**config.mk**
```make
export PLATFORM = sky130hd
export DESIGN_NAME = serial_subtractor
export DESIGN_NICKNAME = d
export VERILOG_FILES = /design/src/rtl/sub_pkg.sv /design/src/rtl/fullsubtractor.sv /design/src/rtl/serial_subtractor.sv
export SDC_FILE = /design/constraint.sdc
export NUM_CORES = 1
export LEC_CHECK = 0
export CAP_MARGIN = 20
export CELL_PAD_IN_SITES_DETAIL_PLACEMENT = 1
export CELL_PAD_IN_SITES_GLOBAL_PLACEMENT = 1
export CORE_MARGIN = 2
export CORE_UTILIZATION = 40
export CTS_CLUSTER_DIAMETER = 60
export DETAILED_ROUTE_END_ITERATION = 10
export MAX_ROUTING_LAYER = met4
export PLACE_DENSITY = 0.82
export SLEW_MARGIN = 25
export SYNTH_ARGS = -nofsm -noshare
export SYNTH_HDL_FRONTEND = slang
export SYNTH_SLANG_ARGS = --single-unit
```
**constraint.sdc**
```tcl
create_clock -name clk -period 1.6 [get_ports clk]
set_clock_uncertainty 0.05 [all_clocks]
set_input_delay 0.16 -clock clk [delete_from_list [all_inputs] [get_ports clk]]
set_output_delay 0.16 -clock clk [all_outputs]
set_load 0.01 [all_outputs]
```
**src/rtl/sub_pkg.sv**
```systemverilog
// Shared definitions for the bit-serial subtractor.
//   state_e      : control states (idle, shifting, result presentation)
//   DefaultWidth : default operand/result width in bits
package sub_pkg;

  localparam int unsigned DefaultWidth = 8;

  typedef enum logic [1:0] {
    StIdle,
    StRun,
    StDone
  } state_e;

endpackage

```
**src/rtl/fullsubtractor.sv**
```systemverilog
// One-bit full-subtractor cell: computes A - B - Bin.
//   A, B : operand bits
//   Bin  : borrow in
//   Diff : difference bit
//   Bout : borrow out
module fullsubtractor (
  input  logic A,
  input  logic B,
  input  logic Bin,
  output logic Diff,
  output logic Bout
);

  assign Diff = A ^ B ^ Bin;
  assign Bout = (~A & B) | (~(A ^ B) & Bin);

endmodule

```
**src/rtl/serial_subtractor.sv**
```systemverilog
// Bit-serial unsigned subtractor: Diff = A - B (mod 2^WIDTH), LSB first, one bit per clock.
//   clk, rst_n : clock and asynchronous active-low reset
//   start      : begin an operation (accepted only when idle)
//   A, B       : minuend / subtrahend, captured on the accepting edge
//   busy       : high while an operation is in progress (RUN or DONE)
//   done       : one-cycle pulse when Diff/Borrow carry a fresh result
//   Diff       : last completed difference
//   Borrow     : last completed final borrow (1 when A < B)
module serial_subtractor
  import sub_pkg::*;
#(
  parameter int unsigned WIDTH = DefaultWidth
) (
  input  logic             clk,
  input  logic             rst_n,
  input  logic             start,
  input  logic [WIDTH-1:0] A,
  input  logic [WIDTH-1:0] B,
  output logic             busy,
  output logic             done,
  output logic [WIDTH-1:0] Diff,
  output logic             Borrow
);

  // One extra bit so the counter can hold WIDTH without wrapping.
  localparam int unsigned    CntW    = $clog2(WIDTH) + 1;
  localparam logic [CntW-1:0] LastBit = CntW'(WIDTH - 1);

  state_e           state_q, state_d;
  logic [WIDTH-1:0] a_q, a_d;
  logic [WIDTH-1:0] b_q, b_d;
  logic [WIDTH-1:0] res_q, res_d;
  logic [WIDTH-1:0] diff_q, diff_d;
  logic             bff_q, bff_d;
  logic             borrow_q, borrow_d;
  logic [CntW-1:0]  cnt_q, cnt_d;

  logic cell_diff;
  logic cell_bout;

  fullsubtractor u_cell (
    .A    (a_q[0]),
    .B    (b_q[0]),
    .Bin  (bff_q),
    .Diff (cell_diff),
    .Bout (cell_bout)
  );

  always_comb begin
    state_d  = state_q;
    a_d      = a_q;
    b_d      = b_q;
    res_d    = res_q;
    bff_d    = bff_q;
    cnt_d    = cnt_q;
    diff_d   = diff_q;
    borrow_d = borrow_q;

    unique case (state_q)
      StIdle: begin
        if (start) begin
          state_d = StRun;
          a_d     = A;
          b_d     = B;
          bff_d   = 1'b0;
          cnt_d   = '0;
        end
      end
      StRun: begin
        a_d   = a_q >> 1;
        b_d   = b_q >> 1;
        // Result fills from the MSB side so the LSB lands at bit 0 after WIDTH shifts.
        res_d = {cell_diff, res_q[WIDTH-1:1]};
        bff_d = cell_bout;
        cnt_d = cnt_q + CntW'(1);
        if (cnt_q == LastBit) begin
          state_d  = StDone;
          // Publish the fully shifted result, including this cycle's bit.
          diff_d   = res_d;
          borrow_d = cell_bout;
        end
      end
      StDone: begin
        state_d = StIdle;
      end
      default: begin
        state_d = StIdle;
      end
    endcase
  end

  always_ff @(posedge clk or negedge rst_n) begin
    if (!rst_n) begin
      state_q  <= StIdle;
      a_q      <= '0;
      b_q      <= '0;
      res_q    <= '0;
      diff_q   <= '0;
      bff_q    <= 1'b0;
      borrow_q <= 1'b0;
      cnt_q    <= '0;
    end else begin
      state_q  <= state_d;
      a_q      <= a_d;
      b_q      <= b_d;
      res_q    <= res_d;
      diff_q   <= diff_d;
      bff_q    <= bff_d;
      borrow_q <= borrow_d;
      cnt_q    <= cnt_d;
    end
  end

  assign busy   = (state_q != StIdle);
  assign done   = (state_q == StDone);
  assign Diff   = diff_q;
  assign Borrow = borrow_q;

endmodule
```
==> flow_metrics.tcl <==
set metrics [dict create \
    grt_start_max_net_pins 21 \
    start_util 0.412 \
    drt_iter0_drc 52 \
    crit_type "register to register" \
    p_leak_nw 0.952 \
    r2r_slack_ps 50 \
    die_w_um 68.0 \
    syn_area_per_cell_um2 11.5 \
    synth-seq-cells 39 \
    crit_chain "ha_1 > nand2_1 > nor3_4 > buf_12 > mux2_2" \
    clock_power_share 0.181 \
    grt_pass1_wl_um 6690 \
    setup_viol 0 \
    grt_pass1_vias 1415 \
    die-area_um2 4620 \
    finalCriticalPeriod_ps 1550 \
    ys_seq_area_frac 0.596 \
    ys_types 22 \
    max_freq_ghz 0.645 \
    coreArea_um2 3970 \
    cts_max_level 2 \
    wl_per_cell_um 16.9 \
    cp-start-kind "register" \
    cts_tree "yes" \
    fill_cells 420 \
    cap_violations 0 \
    status "finished clean" \
    drt-total-wl_um 3970 \
    relSlewSlack 0.688 \
    ant_nets 0 \
    worst_pin_slew_ps 467 \
    total_power_w 0.00426 \
    stdcell_count 235 \
    final_layout_size_suffix_gt1_frac 0.232 \
    endpoint_kind "register" \
    path_delay_family "flip-flops" \
    synth_top_cell_area_share 0.596 \
    power_frac_seq 0.404 \
    firstDrtPassIters 4 \
    antenna_found_initial 0 \
    diodes 0 \
    synth_area_leader_cell "dfrtp_1" \
    pwr-share-comb 0.416 \
    area_growth_syn_to_layout_pct 35.1 \
    slowest_delay_ps 390 \
    gp_congestion 0.826 \
    path_clk_slew_ps 70 \
    clk_latency_ps 290 \
    hpwlAfterDp_um 2760 \
    vias_per_cell 5.28 \
    ioPinCount 30 \
    route.detailed.drc 0 \
    min_period_over_period 0.969 \
    dp_cells 224 \
    critPathMaxFanout 10 \
    clock-sinks 39 \
    ff2ff_path_depth 5 \
    timing_hold_violations_final 0 \
    swShare 0.332 \
    io_buffers 29 \
    rows 23 \
    synth.area.top_cells "dfrtp_1 60%, mux2_2 11%, a22oi_1 6.4%, o21ai_0 5.8%, nand2_1 5.3%" \
    nets 206 \
    r2r-end "Diff[4]" \
    track_usage 0.203 \
    syn_inst 142 \
    crit_arrival_ps 1670 \
    vias 1240 \
    internal_power_w 0.00284 \
    r2r_start "cnt_q[0]" \
    cp_num_buf_inv 1 \
    final_max_slew_viol_count 0 \
    ys_warn_count 0 \
    numCtsBuffers 5 \
    hp-class "input pin to asynchronous set/reset pin" \
    grt_overflow_total 0 \
    dieHeight_um 68.0 \
    cpMaxStageDelayCell "dfrtp_1" \
    switchingPower_w 0.00141 \
    clockRootBuffer "clkbuf_8" \
    cts_max_path_buffers 2 \
    p_per_area_nw_per_um2 1930 \
    netlist_area_um2 1640 \
    irDropWorstVdd_v 0.000820 \
    synthesis.nets 163 \
    crit_required_ps 1720 \
]
## worst max path at each step
stage | start | to | slack (ps) | depth (start not counted)
2_1_floorplan | cnt_q[0] | Diff[0] | 120 | 4
3_3_place_gp | state_q[0] | Diff[5] | 140 | 4
3_5_place_dp | start | b_q[0] | 50 | 6
4_1_cts | cnt_q[0] | Diff[4] | 20 | 5
5_1_grt | state_q[1] | busy | -10 | 2
6_report | cnt_q[0] | Diff[4] | 50 | 5
## synthesized netlist by cell type
master	count
o21ai_0	19
nor2b_1	2
a22o_1	1
or2_2	1
nor3_4	1
nor2_1	2
o21bai_1	1
inv_1	5
mux2i_1	1
clkbuf_1	6
nand2_1	23
mux2_2	16
fa_1	1
a21oi_1	1
nand3_1	3
a2bb2oi_1	1
buf_2	2
or3_1	1
dfrtp_1	39
ha_1	1
nand2b_1	1
a22oi_1	14
## power by group through the flow
stage               registers (W)  logic (W)  clock network [W]
detailed placement        0.00174    0.00167                  0
global route              0.00179    0.00196           0.000844
floorplan                 0.00169   0.000956                  0
finish                    0.00172    0.00177           0.000770
CTS                       0.00172    0.00174           0.000792
global placement          0.00170    0.00157                  0
## cell families (layout without fill, tap and decap cells)
logic type	Yosys count	in the layout	synth area share
mux	17	17	0.116
compound gates	37	37	0.141
fa+ha+maj	2	2	0.0199
simple gates	34	34	0.0956
flops	39	39	0.596
buf+inv	13	56	0.0313
## flip-flops by register name, indices dropped and copies added (netlist names)
signal and cells:
a_q 8, res_q 7, Borrow 1, b_q 8
Diff 8, state_q 2, bff_q 1, cnt_q 4
## through the flow
stage                     TNS (ps)  worst slack [ps]   util  cell area (um^2)  hold slack [ps]
final                            0              50.1  0.557              2210              313
after global routing         -10.2             -10.2  0.557              2210              358
after CTS                        0              23.4  0.550              2190              313
after detailed placement         0              50.9  0.519              2060             89.7
after global placement           0               142  0.519              2060             79.4
after floorplan                  0               122      -              1640             -186
## placed cells by master (no fill, tap or decap), types with 2 or more instances in the layout
| master | netlist | layout |
|---|---|---|
| o21ai_0 | 19 | 19 |
| buf_12 | 0 | 2 |
| clkbuf_8 | 0 | 5 |
| mux2_2 | 16 | 16 |
| inv_1 | 5 | 5 |
| nand2_1 | 23 | 23 |
| dlygate4sd2_1 | 0 | 2 |
| a22oi_1 | 14 | 14 |
| clkdlybuf4s50_1 | 0 | 26 |
| buf_4 | 0 | 11 |
| dfrtp_1 | 39 | 38 |
| nor2_1 | 2 | 2 |
| nand3_1 | 3 | 3 |
## worst reg2reg max path: cells and delay by family (launching register included)
| kind | cells | cell delay [ps] |
|---|---|---|
| adders and majority gates | 1 | 200 |
| buffers and inverters | 1 | 160 |
| DFF | 1 | 390 |
| muxes | 1 | 340 |
| and+or+nand+nor | 2 | 300 |
## area by class of cell
cell class	count	area, um^2	area share
clock buffer	6	72.6	0.0328
clock inverter	1	30.0	0.0136
inverter	5	18.8	0.00849
multi-input combinational	90	623	0.282
sequential	39	977	0.442
tap	50	62.6	0.0283
timing repair buffer	44	427	0.193
## per-layer routing
| layer | share of wire | global-route usage | up-vias |
|---|---|---|---|
| li1 | - | - | 578 |
| met1 | 0.45 | 0.253 | 621 |
| met2 | 0.49 | 0.328 | 37 |
| met3 | 0.051 | 0.0444 | 4 |
| met4 | 0.0066 | 0.0725 | 0 |
| met5 | 0 | - | - |
## what timing repair did
action / in CTS / in global routing
hold buffers: 1 / 0
buffers inserted: 2 / 1
endpoints found under the hold margin: 19 / 0
setup endpoints to repair: 2 / 12
gates resized for setup: 3 / 4
Note: power is estimated with default switching activity, not from simulation.
